<file path="src/rtl/frame_byte_tx.sv">
// Serialises a 32-bit frame stream into a byte stream for the host link:
// magic F0AA550F | size (2 B) | payload (MSB first) | 8-bit payload checksum.
module frame_byte_tx #(
  parameter logic [15:0] MAX_WORDS = 16'd4096,
  parameter logic [15:0] TIMEOUT   = 16'd1024
) (
  input  logic        sys_clk,
  input  logic        rst_n,
  input  logic        i_frame_ready,
  input  logic [15:0] i_frame_size,
  input  logic [31:0] i_in_data,
  input  logic        i_in_vld,
  output logic        o_in_rdy,
  output logic [7:0]  o_tx_data,
  output logic        o_tx_vld,
  input  logic        i_tx_rdy,
  output logic        o_busy,
  output logic        o_frame_drop,
  output logic        o_size_err,
  output logic        o_underrun
);

  typedef enum logic [2:0] {
    ST_IDLE  = 3'd0,
    ST_MAGIC = 3'd1,
    ST_SIZE  = 3'd2,
    ST_WAITW = 3'd3,
    ST_BYTES = 3'd4,
    ST_CSUM  = 3'd5
  } state_t;

  state_t      state_r, state_s;
  logic [1:0]  idx_r, idx_s;
  logic [15:0] size_r, size_s;
  logic [15:0] words_left_r, words_left_s;
  logic [15:0] stall_r, stall_s;
  logic [31:0] shift_r, shift_s;
  logic [7:0]  csum_r, csum_s;
  logic [7:0]  tx_data_r, tx_data_s;
  logic [7:0]  cur_byte_s;
  logic        tx_vld_r, tx_vld_s;
  logic        in_rdy_r, in_rdy_s;
  logic        busy_r;
  logic        drop_r, drop_s;
  logic        size_err_r, size_err_s;
  logic        underrun_r, underrun_s;
  logic        zero_fill_r, zero_fill_s;
  logic        prev_r;
  logic        rise_s;

  function automatic logic [7:0] magic_byte(input logic [1:0] idx);
    case (idx)
      2'd0:    magic_byte = 8'hF0;
      2'd1:    magic_byte = 8'hAA;
      2'd2:    magic_byte = 8'h55;
      default: magic_byte = 8'h0F;
    endcase
  endfunction

  assign rise_s = i_frame_ready & ~prev_r;

  // Byte to present next in the current emitting state; payload always leaves from shift_r[31:24]
  always_comb begin
    cur_byte_s = 8'h00;
    case (state_r)
      ST_MAGIC: cur_byte_s = magic_byte(idx_r);
      ST_SIZE: begin
        if (idx_r == 2'd0) cur_byte_s = size_r[15:8];
        else               cur_byte_s = size_r[7:0];
      end
      ST_BYTES: cur_byte_s = shift_r[31:24];
      ST_CSUM:  cur_byte_s = csum_r;
      default:  cur_byte_s = 8'h00;
    endcase
  end

  // Next-state and next-output logic
  always_comb begin
    state_s      = state_r;
    idx_s        = idx_r;
    size_s       = size_r;
    words_left_s = words_left_r;
    stall_s      = stall_r;
    shift_s      = shift_r;
    csum_s       = csum_r;
    tx_data_s    = tx_data_r;
    tx_vld_s     = tx_vld_r;
    in_rdy_s     = in_rdy_r;
    size_err_s   = 1'b0;
    underrun_s   = underrun_r;
    zero_fill_s  = zero_fill_r;
    drop_s       = rise_s & (state_r != ST_IDLE);
    case (state_r)
      ST_IDLE: begin
        if (rise_s) begin
          state_s     = ST_MAGIC;
          idx_s       = 2'd0;
          csum_s      = 8'h00;
          underrun_s  = 1'b0;
          zero_fill_s = 1'b0;
          stall_s     = 16'd0;
          tx_vld_s    = 1'b1;
          tx_data_s   = 8'hF0;
          if (i_frame_size > MAX_WORDS) begin
            size_s     = MAX_WORDS;
            size_err_s = 1'b1;
          end else begin
            size_s     = i_frame_size;
          end
        end else begin
          state_s = ST_IDLE;
        end
      end
      ST_WAITW: begin
        if (in_rdy_r && i_in_vld) begin
          shift_s  = i_in_data;
          in_rdy_s = 1'b0;
          stall_s  = 16'd0;
          idx_s    = 2'd0;
          state_s  = ST_BYTES;
        end else if (zero_fill_r) begin
          shift_s  = 32'h0000_0000;
          in_rdy_s = 1'b0;
          idx_s    = 2'd0;
          state_s  = ST_BYTES;
        end else if (stall_r == TIMEOUT) begin
          // Source gave up: the rest of this frame is zero words without handshake
          underrun_s  = 1'b1;
          zero_fill_s = 1'b1;
          shift_s     = 32'h0000_0000;
          in_rdy_s    = 1'b0;
          idx_s       = 2'd0;
          state_s     = ST_BYTES;
        end else begin
          stall_s = stall_r + 16'd1;
        end
      end
      ST_MAGIC, ST_SIZE, ST_BYTES, ST_CSUM: begin
        if (!tx_vld_r) begin
          tx_vld_s  = 1'b1;
          tx_data_s = cur_byte_s;
        end else if (i_tx_rdy) begin
          tx_vld_s = 1'b0;
          idx_s    = idx_r + 2'd1;
          case (state_r)
            ST_MAGIC: begin
              if (idx_r == 2'd3) state_s = ST_SIZE;
              else               state_s = ST_MAGIC;
            end
            ST_SIZE: begin
              if (idx_r == 2'd1) begin
                idx_s        = 2'd0;
                words_left_s = size_r;
                if (size_r == 16'd0) begin
                  state_s = ST_CSUM;
                end else begin
                  state_s  = ST_WAITW;
                  in_rdy_s = ~zero_fill_r;
                end
              end else begin
                state_s = ST_SIZE;
              end
            end
            ST_BYTES: begin
              shift_s = {shift_r[23:0], 8'h00};
              csum_s  = csum_r + tx_data_r;
              if (idx_r == 2'd3) begin
                words_left_s = words_left_r - 16'd1;
                if (words_left_r == 16'd1) begin
                  state_s = ST_CSUM;
                end else begin
                  state_s  = ST_WAITW;
                  in_rdy_s = ~zero_fill_r;
                end
              end else begin
                state_s = ST_BYTES;
              end
            end
            default: begin
              state_s = ST_IDLE;
              idx_s   = 2'd0;
            end
          endcase
        end else begin
          tx_vld_s = 1'b1;
        end
      end
      default: begin
        state_s  = ST_IDLE;
        tx_vld_s = 1'b0;
        in_rdy_s = 1'b0;
      end
    endcase
  end

  // State and registered outputs; edge detector resets high so a held frame_ready cannot start a frame
  always_ff @(posedge sys_clk) begin
    if (!rst_n) begin
      state_r      <= ST_IDLE;
      idx_r        <= 2'd0;
      size_r       <= 16'd0;
      words_left_r <= 16'd0;
      stall_r      <= 16'd0;
      shift_r      <= 32'h0000_0000;
      csum_r       <= 8'h00;
      tx_data_r    <= 8'h00;
      tx_vld_r     <= 1'b0;
      in_rdy_r     <= 1'b0;
      busy_r       <= 1'b0;
      drop_r       <= 1'b0;
      size_err_r   <= 1'b0;
      underrun_r   <= 1'b0;
      zero_fill_r  <= 1'b0;
      prev_r       <= 1'b1;
    end else begin
      state_r      <= state_s;
      idx_r        <= idx_s;
      size_r       <= size_s;
      words_left_r <= words_left_s;
      stall_r      <= stall_s;
      shift_r      <= shift_s;
      csum_r       <= csum_s;
      tx_data_r    <= tx_data_s;
      tx_vld_r     <= tx_vld_s;
      in_rdy_r     <= in_rdy_s;
      busy_r       <= (state_s != ST_IDLE);
      drop_r       <= drop_s;
      size_err_r   <= size_err_s;
      underrun_r   <= underrun_s;
      zero_fill_r  <= zero_fill_s;
      prev_r       <= i_frame_ready;
    end
  end

  assign o_in_rdy     = in_rdy_r;
  assign o_tx_data    = tx_data_r;
  assign o_tx_vld     = tx_vld_r;
  assign o_busy       = busy_r;
  assign o_frame_drop = drop_r;
  assign o_size_err   = size_err_r;
  assign o_underrun   = underrun_r;

endmodule

</file>
<file path="config.mk">
export PLATFORM = sky130hd
export DESIGN_NAME = frame_byte_tx
export DESIGN_NICKNAME = d
export VERILOG_FILES = /design/src/rtl/frame_byte_tx.sv
export SDC_FILE = /design/constraint.sdc
export NUM_CORES = 1
export LEC_CHECK = 0
export CORE_ASPECT_RATIO = 1.2
export CORE_MARGIN = 1.5
export CORE_UTILIZATION = 50
export DETAILED_ROUTE_END_ITERATION = 7
export PLACE_DENSITY = 0.8
export SKIP_CTS_REPAIR_TIMING = 1
export SLEW_MARGIN = 20
export SYNTH_ARGS = -nofsm -noshare
export SYNTH_HDL_FRONTEND = slang
export SYNTH_SLANG_ARGS = --single-unit
</file>
<file path="constraint.sdc">
create_clock -name sys_clk -period 5.58 [get_ports sys_clk]
set_input_delay 0.837 -clock sys_clk [delete_from_list [all_inputs] [get_ports sys_clk]]
set_output_delay 0.837 -clock sys_clk [all_outputs]
set_load 0.05 [all_outputs]
</file>
==> reports/results.tsv, run 1 <==
stage	metric	value	unit
layout	regArea	0.00218	mm²
layout	design_area	0.00690	mm²
route	ant_nets	0	
logic_synthesis	syn-instance-count	737	
logic_synthesis	synth_top_cells_by_area	dfxtp_1 37%, nand3_1 8.1%, nand2_1 6.4%	
global_route	grt_pass1_wl	24900	µm
hold_path	hold_path.class	reg2reg	
global_route	grt_max_degree	57	
layout	insertedDiodeCount	0	
route	drc	0	
logic_synthesis	synth_seq_area_share	0.373	
layout	fin_nets	843	
placed_design	dpl-instance-area	0.00654	mm²
logic_synthesis	avgSynthCellArea	7.94	µm²
floorplanning	io_pins	67	
floorplanning	rows	43	
power_and_ir_drop	total_power	1570	µW
logic_synthesis	yosys.cell_count.top_type	dfxtp_1	
clock_tree	insertion_delay	350	ps
floorplanning	initial_utilization	0.511	
sta	setup_violations	0	
sta	max_freq	304	MHz
logic_synthesis	synth_edf_count	0	
global_route	grt_antenna_before_repair	0	
clock_tree	cts_tree	built	
setup_path	worstPathMaxFanout	36	
route	routed_via_density	6.09	
clock_tree	htreeDepth	3	
sta	clock-skew-final	9.28	ps
layout	utilization	0.602	
sta	fin_crit	3290	ps
power_and_ir_drop	pwr_density_cell	228	mW/mm²
logic_synthesis	yosys-top-cells-count	109 x dfxtp_1, 99 x nand2_1, 95 x nand3_1	
layout	fillers	987	
global_route	track_usage	0.251	
logic_synthesis	yosysWarnings	0	
sta	report.final.slew_viol_count	0	
global_route	first_global_vias	5362	
logic_synthesis	postSynthNetCount	808	
run	drv_cap	0	
sta	relSlewSlack	0.371	
logic_synthesis	synthDistinctLibCells	56	
layout	multiInputGateArea	0.00344	mm²
sta	finalCritPeriodShare	0.590	
clock_tree	cts_buffers	9	
sta	worst_slew_pin_slew	941	ps
logic_synthesis	synth_top_area_cell	dfxtp_1	
floorplanning	die-width	102	µm
route	first_iter_violations	407	
route	wl	14900	µm
hold_path	whs_path_depth	2	
power_and_ir_drop	peakVddDrop	0.140	mV
placed_design	io_buffers	66	
logic_synthesis	ys_async_sr_fraction	0	
route	dr.pass1.iters	5	
setup_path	cp-start-kind	input pin	
layout	layout-drive-gt1-share	0.0476	
clock_tree	clock_tree.root_cell	clkbuf_16	
floorplanning	core	0.0115	mm²
placed_design	place_hpwl	10600	µm
setup_path	cp-end-kind	register	
setup_path	required	5830	ps
sta	finalSetupTns	0	ps
floorplanning	dieArea	0.0124	mm²
sta	hold_viol_final	0	
global_route	grt-ovfl-total	0	
logic_synthesis	synth_ff_type	dfxtp_1	
setup_path	cp.arrival	3540	ps
clock_tree	clkSinkCount	109	
layout	areaGrowthSynthToFinish	17.9	%
logic_synthesis	synth.top_cell.area_share	0.373	
logic_synthesis	synth_area	0.00585	mm²
setup_path	worstSetupPathType	in2reg	
sta	rsz0062_at_grt	no	
route	wl_per_cell	15.9	µm
power_and_ir_drop	leakagePower	0.00265	µW
route	vias	5684	
clock_tree	clockBufferDepth	2	
floorplanning	die_h	121	µm
clock_tree	clkTransAtPathRegs	70	ps
status	outcome	finished, final reports clean	
setup_path	reg2reg_depth	7	
logic_synthesis	synth-seq-cells	109	
placed_design	finalWeightedCongestion	0.885	
==> cell families (layout without fill, tap and decap cells) <==
group | Yosys count | after routing | share of synthesized area
simple gates | 343 | 343 | 0.279
fa+ha+maj | 18 | 18 | 0.0398
buf+inv | 62 | 102 | 0.0445
xor+xnor | 19 | 19 | 0.0284
compound gates | 176 | 176 | 0.218
flops | 109 | 109 | 0.373
mux | 10 | 10 | 0.0173
==> per-layer routing <==
layer,up-vias,share of wire,track usage
met2,223,0.50,0.423
met3,48,0.050,0.0530
met5,-,0,0
met4,0,0.035,0.114
met1,2686,0.41,0.305
li1,2727,-,-
==> power by group <==
| group | leakage (µW) | internal (µW) | switching (µW) |
|---|---|---|---|
| registers | 0.000879 | 783 | 8.68 |
| logic | 0.00161 | 59.2 | 62.0 |
| clock network | 0.000152 | 355 | 303 |
| total | 0.00265 | 1200 | 373 |
==> stage by stage <==
stage | hold WS, ps | setup WS [ps] | cells
2_1_floorplan | 441 | 3160 | 737
4_1_cts | 469 | 1940 | 932
3_5_place_dp | 460 | 1560 | 916
6_report | 472 | 2290 | 934
3_3_place_gp | 455 | 1750 | 916
5_1_grt | 490 | 2070 | 934
==> worst paths after layout <==
kind	start	to	slack [ps]
max	i_in_vld	shift_r[31]$_SDFFE_PN0P_	2290
min	shift_r[2]$_SDFFE_PN0P_	shift_r[2]$_SDFFE_PN0P_	470
max reg2reg	state_r[0]$_SDFF_PN0_	shift_r[31]$_SDFFE_PN0P_	2660
min reg2reg	shift_r[2]$_SDFFE_PN0P_	shift_r[2]$_SDFFE_PN0P_	470
==> critical path, stage by stage <==
cell and delay (ps):
clkdlybuf4s50_1 500, and2_1 750, nor3_1 170, a22o_4 300
a21oi_4 470, buf_16 250, nand3_1 120, o211a_1 140
==> cell usage in the layout (no fill, tap or decap), types with 2 or more instances in the layout <==
master           Yosys  routed
nor2b_1             17      17
a41o_1               2       2
inv_6                0       2
a21boi_0            28      28
a21o_1               3       3
a21oi_1             29      27
nand3b_1             3       3
a22oi_1              9       9
or3_1                5       5
a31oi_1              7       7
o41ai_1              2       2
nor4b_1              2       2
xor2_1               9       9
dfxtp_1            109     109
mux2i_1              9       9
a32oi_1              2       2
clkinv_4             0       2
nor4_1              14      14
o211a_1             26      26
xnor2_1             10      10
o221a_2              7       7
nand2_1             99      99
and4_1               2       2
nand2b_1             7       7
a211oi_1             3       3
o21ai_0             35      35
and3_1               6       6
and2_1               7       7
nor2_1              60      60
buf_4                3       4
o211ai_1             9       9
ha_1                17      17
nand4_1              7       7
clkbuf_16            0       9
inv_1               15      15
o31ai_1              2       2
nand3_1             95      95
nor3_1              16      16
clkdlybuf4s50_1      0      65
==> sequential cells by signal, summed over array words and instances (netlist names) <==
signal / flops
o_busy: 1
o_size_err: 1
csum_r: 8
o_tx_data: 8
o_in_rdy: 1
state_r: 3
zero_fill_r: 1
idx_r: 2
o_frame_drop: 1
prev_r: 1
words_left_r: 16
shift_r: 32
o_tx_vld: 1
stall_r: 16
size_r: 16
o_underrun: 1
==> layout make-up <==
cell class              instances  area share
clock inverters                 7      0.0118
well taps                     157      0.0285
flip-flops and latches        109       0.316
multi-input cells             566       0.499
clock buffers                   9      0.0327
inverters                      15     0.00817
repair buffers                 71       0.103
Power figures use the tool's default switching activity.
==> run 2, diff against run 1 <==
- PLACE_DENSITY: 0.8 -> 0.83
- clock period: 5.58 -> 3 ns (I/O delays scaled with it)
==> reports/results.tsv, run 2 (synthesized netlist as in run 1, its figures left out) <==
stage	metric	value	unit	change
setup_path	worstSetupStartpoint	state_r[2]$_SDFF_PN0_		
floorplanning	dieArea	0.0124	mm²	unchanged
route	first_iter_violations	498		+22%
route	routed_via_density	5.99		-1.6%
hold_path	hold_path.class	reg2reg		
setup_path	worstPathMaxFanout	29		-19%
clock_tree	cts_tree	built		
global_route	grt_antenna_before_repair	0		unchanged
floorplanning	core	0.0115	mm²	unchanged
route	ant_nets	0		unchanged
placed_design	io_buffers	66		unchanged
sta	relSlewSlack	0.519		+0.148
floorplanning	io_pins	67		unchanged
route	wl	15200	µm	+2.1%
layout	insertedDiodeCount	0		unchanged
setup_path	required	3240	ps	-2590 ps
global_route	grt_pass1_wl	25200	µm	+1.6%
layout	final_common_cell	dfxtp_1		
sta	finalSetupTns	0	ps	unchanged
placed_design	finalWeightedCongestion	0.894		+1.1%
global_route	first_global_vias	5429		+1.2%
setup_path	slowest_stage	or3_1		
route	vias	5639		-0.79%
layout	areaGrowthSynthToFinish	18.2	%	
clock_tree	clockBufferDepth	2		unchanged
status	outcome	finished, final reports clean		
setup_path	path_cells	or3_1 -> and2_4 -> a22o_4 -> o21ai_0 -> a31oi_1 -> or3_1		
sta	hold_viol_final	0		unchanged
route	drc	0		unchanged
sta	report.final.slew_viol_count	0		unchanged
clock_tree	clock_tree.root_cell	clkbuf_16		
setup_path	crit_path_frequent_cell	or3_1		
run	drv_cap	0		unchanged
setup_path	cp-start-kind	register		
hold_path	hold_start	shift_r[7]$_SDFFE_PN0P_		
power_and_ir_drop	peakVddDrop	0.235	mV	+68%
setup_path	cpPeakStageDelay	510	ps	-240 ps
sta	max_freq	413	MHz	
layout	fillers	982		-0.51%
sta	fin_crit	2420	ps	
layout	top_register	shift_r		
floorplanning	rows	43		unchanged
floorplanning	die-width	102	µm	unchanged
floorplanning	initial_utilization	0.511		unchanged
placed_design	dpl-instance-area	0.00662	mm²	+1.2%
layout	regArea	0.00218	mm²	unchanged
clock_tree	insertion_delay	350	ps	about the same
layout	multiInputGateArea	0.00342	mm²	-0.47%
placed_design	place_hpwl	10700	µm	+1.7%
layout	fin_nets	851		+0.95%
clock_tree	htreeDepth	3		unchanged
setup_path	cp_num_buf_inv	0		-2
setup_path	cp.arrival	2660	ps	-880 ps
global_route	grt-ovfl-total	0		unchanged
layout	design_area	0.00692	mm²	+0.31%
layout	largest_register_ffs	32		unchanged
layout	layout-drive-gt1-share	0.0548		+0.00716
sta	rsz0062_at_grt	no		
setup_path	cpLargestDelayFamily	simple AND/OR/NAND/NOR gates		
setup_path	cp-end-kind	register		
global_route	grt_max_degree	57		unchanged
route	wl_per_cell	16.1	µm	+1.2%
power_and_ir_drop	leakagePower	0.00268	µW	+1.2%
sta	finalCritPeriodShare	0.807		
floorplanning	die_h	121	µm	unchanged
sta	clock-skew-final	6.50	ps	-2.79 ps
setup_path	worstSetupPathType	reg2reg		
setup_path	r2r_start	state_r[2]$_SDFF_PN0_		
clock_tree	clkTransAtPathRegs	70	ps	about the same
clock_tree	clkSinkCount	109		unchanged
route	dr.pass1.iters	5		unchanged
power_and_ir_drop	pwr_density_cell	418	mW/mm²	+84%
sta	setup_violations	0		unchanged
global_route	track_usage	0.255		+0.00381
clock_tree	cts_buffers	9		unchanged
layout	final_cell_mix	109 x dfxtp_1, 99 x nand2_1, 95 x nand3_1		
sta	worst_slew_pin_slew	721	ps	-220 ps
==> run 2: changes by cell type in the layout (fill, tap and decap cells not counted), sizes merged <==
cell / before / now
buf: 6 / 14
inv: 18 / 16
clkbuf: 9 / 10
clkinv: 3 / 4
==> run 2: cell type report <==
type	count	area share
clock buffer	10	0.0331
inverter	15	0.00814
sequential	109	0.315
tap	157	0.0284
timing repair buffer	79	0.111
multi-input combinational	566	0.495
clock inverter	6	0.00904
==> run 2: per-layer routing <==
layer,routed length [µm],GRT usage,vias up
met5,0,0,-
met4,507,0.118,0
met3,848,0.0461,43
met2,7670,0.438,211
met1,6180,0.305,2646
li1,-,-,2739
==> run 2: path summary, 6_finish.rpt <==
path | end | slack, ps | depth (start not counted)
hold / removal | shift_r[7]$_SDFFE_PN0P_ | 470 | 2
setup / recovery | o_busy$_SDFF_PN0_ | 580 | 6
hold reg to reg | shift_r[7]$_SDFFE_PN0P_ | 470 | 2
setup reg to reg | o_busy$_SDFF_PN0_ | 580 | 6
==> run 2: per-stage QoR <==
step / hold slack, ps / setup slack, ps / util / power, µW / cells
after floorplan: 441 / 756 / - / 1610 / 737
after global placement: 452 / 596 / 0.577 / 1720 / 925
after detailed placement: 460 / 503 / 0.577 / 1730 / 925
after CTS: 468 / 606 / 0.603 / 2890 / 941
after global routing: 497 / 422 / 0.604 / 2980 / 942
final: 470 / 580 / 0.604 / 2890 / 942
==> run 2: tightest hold or removal path: stages (launching register included) <==
cell,delay [ps]
dfxtp_1,320
nand2_1,50
a21boi_0,60
==> run 2: power breakdown <==
group,leakage [µW],internal [µW],switching (µW)
combinational,0.00165,112,117
clock,0.000147,649,547
sequential,0.000879,1460,12.8
==> run 3, diff against run 2 <==
- clock period: 3 -> 2.1 ns (I/O delays scaled with it)
==> reports/results.tsv, run 3 (synthesized netlist as in run 1, its figures left out) <==
stage	metric	value	unit	change
status	outcome	finished, violations left		
status	violations	setup timing		
clock_tree	insertion_delay	360	ps	about the same
layout	multiInputGateArea	0.00359	mm²	+4.9%
placed_design	finalWeightedCongestion	0.957		+7.0%
sta	setup_slack	-2.58	ps	-582 ps
placed_design	place_hpwl	11600	µm	+7.5%
power_and_ir_drop	intPower	3240	µW	+46%
sta	relSlewSlack	0.654		+0.135
sta	finalCritPeriodShare	1.00		+0.194
sta	worst_slew_pin_slew	517	ps	-205 ps
sta	hold_viol_final	0		unchanged
placed_design	dpl-instance-area	0.00708	mm²	+7.0%
global_route	grt_antenna_before_repair	0		unchanged
setup_path	reg2reg_to	o_busy$_SDFF_PN0_		
placed_design	place_ws	-133	ps	-636 ps
setup_path	r2r_setup_slack	-3	ps	-580 ps
route	routed_via_density	6.13		+2.4%
layout	top_register	shift_r		
floorplanning	core	0.0115	mm²	unchanged
setup_path	reg2reg_depth	6		unchanged
power_and_ir_drop	pwr-share-comb	0.088		+0.009
sta	rsz0062_at_grt	yes		
run	drv_cap	0		unchanged
placed_design	io_buffers	66		unchanged
global_route	track_usage	0.269		+0.0140
clock_tree	clkSinkCount	109		unchanged
setup_path	required	2330	ps	-910 ps
clock_tree	clock_tree.root_cell	clkbuf_16		
global_route	grt-ovfl-total	0		unchanged
sta	max_freq	476	MHz	+15%
layout	design_area	0.00764	mm²	+11%
floorplanning	die_h	121	µm	unchanged
clock_tree	clockBufferDepth	2		unchanged
setup_path	worstPathMaxFanout	4		-86%
floorplanning	die-width	102	µm	unchanged
power_and_ir_drop	power_frac_seq	0.491		-0.017
hold_path	hold_path.class	in2reg		
layout	areaGrowthSynthToFinish	30.7	%	
layout	insertedDiodeCount	0		unchanged
layout	layout-drive-gt1-share	0.165		+0.111
clock_tree	htreeDepth	3		unchanged
sta	fin_crit	2100	ps	-318 ps
power_and_ir_drop	p_sw_frac	0.241		+0.00699
floorplanning	io_pins	67		unchanged
power_and_ir_drop	peakVddDrop	0.414	mV	+76%
power_and_ir_drop	p_clk_frac	0.421		+0.008
global_route	grt_max_degree	95		+67%
setup_path	worstSetupPathType	reg2reg		
sta	report.final.slew_viol_count	0		unchanged
clock_tree	cts_tree	built		
setup_path	cp.arrival	2330	ps	-330 ps
layout	instances_no_fill	997		+5.8%
route	wl_per_cell	17.3	µm	+7.0%
sta	setup_violations	1		+1
placed_design	dp.cells	978		+5.7%
layout	final_cell_mix	99 x nand2_1, 95 x nand3_1, 90 x dfxtp_1		
route	first_iter_violations	540		+8.4%
setup_path	crit_path_end	o_busy$_SDFF_PN0_		
power_and_ir_drop	leakagePower	0.00304	µW	+13%
route	drc	0		unchanged
floorplanning	dieArea	0.0124	mm²	unchanged
clock_tree	cts_buffers	9		unchanged
setup_path	cp-start-kind	register		
setup_path	cp-end-kind	register		
layout	final_common_cell	nand2_1		
route	ant_nets	0		unchanged
route	wl	17200	µm	+13%
clock_tree	clkTransAtPathRegs	80	ps	about the same
floorplanning	rows	43		unchanged
setup_path	worstSetupStartpoint	stall_r[2]$_SDFFE_PN0P_		
power_and_ir_drop	pwr_density_cell	558	mW/mm²	+33%
power_and_ir_drop	switchingPower	1030	µW	+52%
global_route	grt_pass1_wl	26600	µm	+5.3%
route	vias	6113		+8.4%
layout	regArea	0.00221	mm²	+1.3%
floorplanning	initial_utilization	0.511		unchanged
global_route	first_global_vias	5773		+6.3%
sta	clock-skew-final	8.89	ps	+2.39 ps
layout	largest_register_ffs	32		unchanged
layout	fin_nets	906		+6.5%
route	dr.pass1.iters	6		+1
layout	fillers	869		-12%
setup_path	r2r_start	stall_r[2]$_SDFFE_PN0P_		
==> run 3: changes by cell type in the layout (fill, tap and decap cells not counted), sizes merged <==
cell,delta
buf,+53
clkbuf,+2
clkinv,-1
clkinvlp,+1
==> run 3: worst max-delay path: stages (launching register included) <==
cell and delay, ps:
dfxtp_1 370, nor4_4 360, nand4_1 220, a22o_4 300, nor2b_4 120, a41o_1 210, or3_1 400
==> run 3: layout make-up <==
type / count / share of cell area
inverters: 15 / 0.00736
repair buffers: 134 / 0.167
clock inverters: 6 / 0.00933
multi-input cells: 566 / 0.470
well taps: 157 / 0.0257
flip-flops and latches: 109 / 0.289
clock buffers: 10 / 0.0313
==> run 3: how the worst min path moves through the flow <==
| stage | start | end | slack, ps | cells after the start |
|---|---|---|---|---|
| floorplan | i_frame_ready | prev_r$_SDFF_PN1_ | 420 | 1 |
| global placement | shift_r[1]$_SDFFE_PN0P_ | shift_r[1]$_SDFFE_PN0P_ | 450 | 2 |
| detailed placement | shift_r[0]$_SDFFE_PN0P_ | shift_r[0]$_SDFFE_PN0P_ | 470 | 2 |
| CTS | rst_n | state_r[2]$_SDFF_PN0_ | 320 | 2 |
| global route | rst_n | state_r[2]$_SDFF_PN0_ | 330 | 2 |
| finish | rst_n | state_r[2]$_SDFF_PN0_ | 330 | 2 |
==> run 3: power by group through the flow <==
stage	Sequential [µW]	Combinational, µW	Clock, µW
global route	2100	399	1880
detailed placement	2140	359	0
finish	2100	377	1790
floorplan	2170	135	0
global placement	2140	349	0
CTS	2100	360	1790
==> run 3: per-stage QoR <==
| step | hold WS [ps] | utilization | total power [µW] | TNS [ps] |
|---|---|---|---|---|
| 3_3_place_gp | 450 | 0.618 | 2490 | -25.2 |
| 6_report | 334 | 0.667 | 4270 | -2.58 |
| 3_5_place_dp | 468 | 0.618 | 2500 | -2520 |
| 4_1_cts | 319 | 0.645 | 4250 | -4610 |
| 2_1_floorplan | 416 | - | 2310 | -63.2 |
| 5_1_grt | 325 | 0.667 | 4370 | -159 |
==> run 3: routing by layer <==
layer / share of wire / up-vias / GRT usage
met5: 0 / - / 0
met4: 0.041 / 0 / 0.131
met3: 0.068 / 78 / 0.0386
met2: 0.51 / 306 / 0.479
met1: 0.38 / 2883 / 0.311
li1: - / 2846 / -
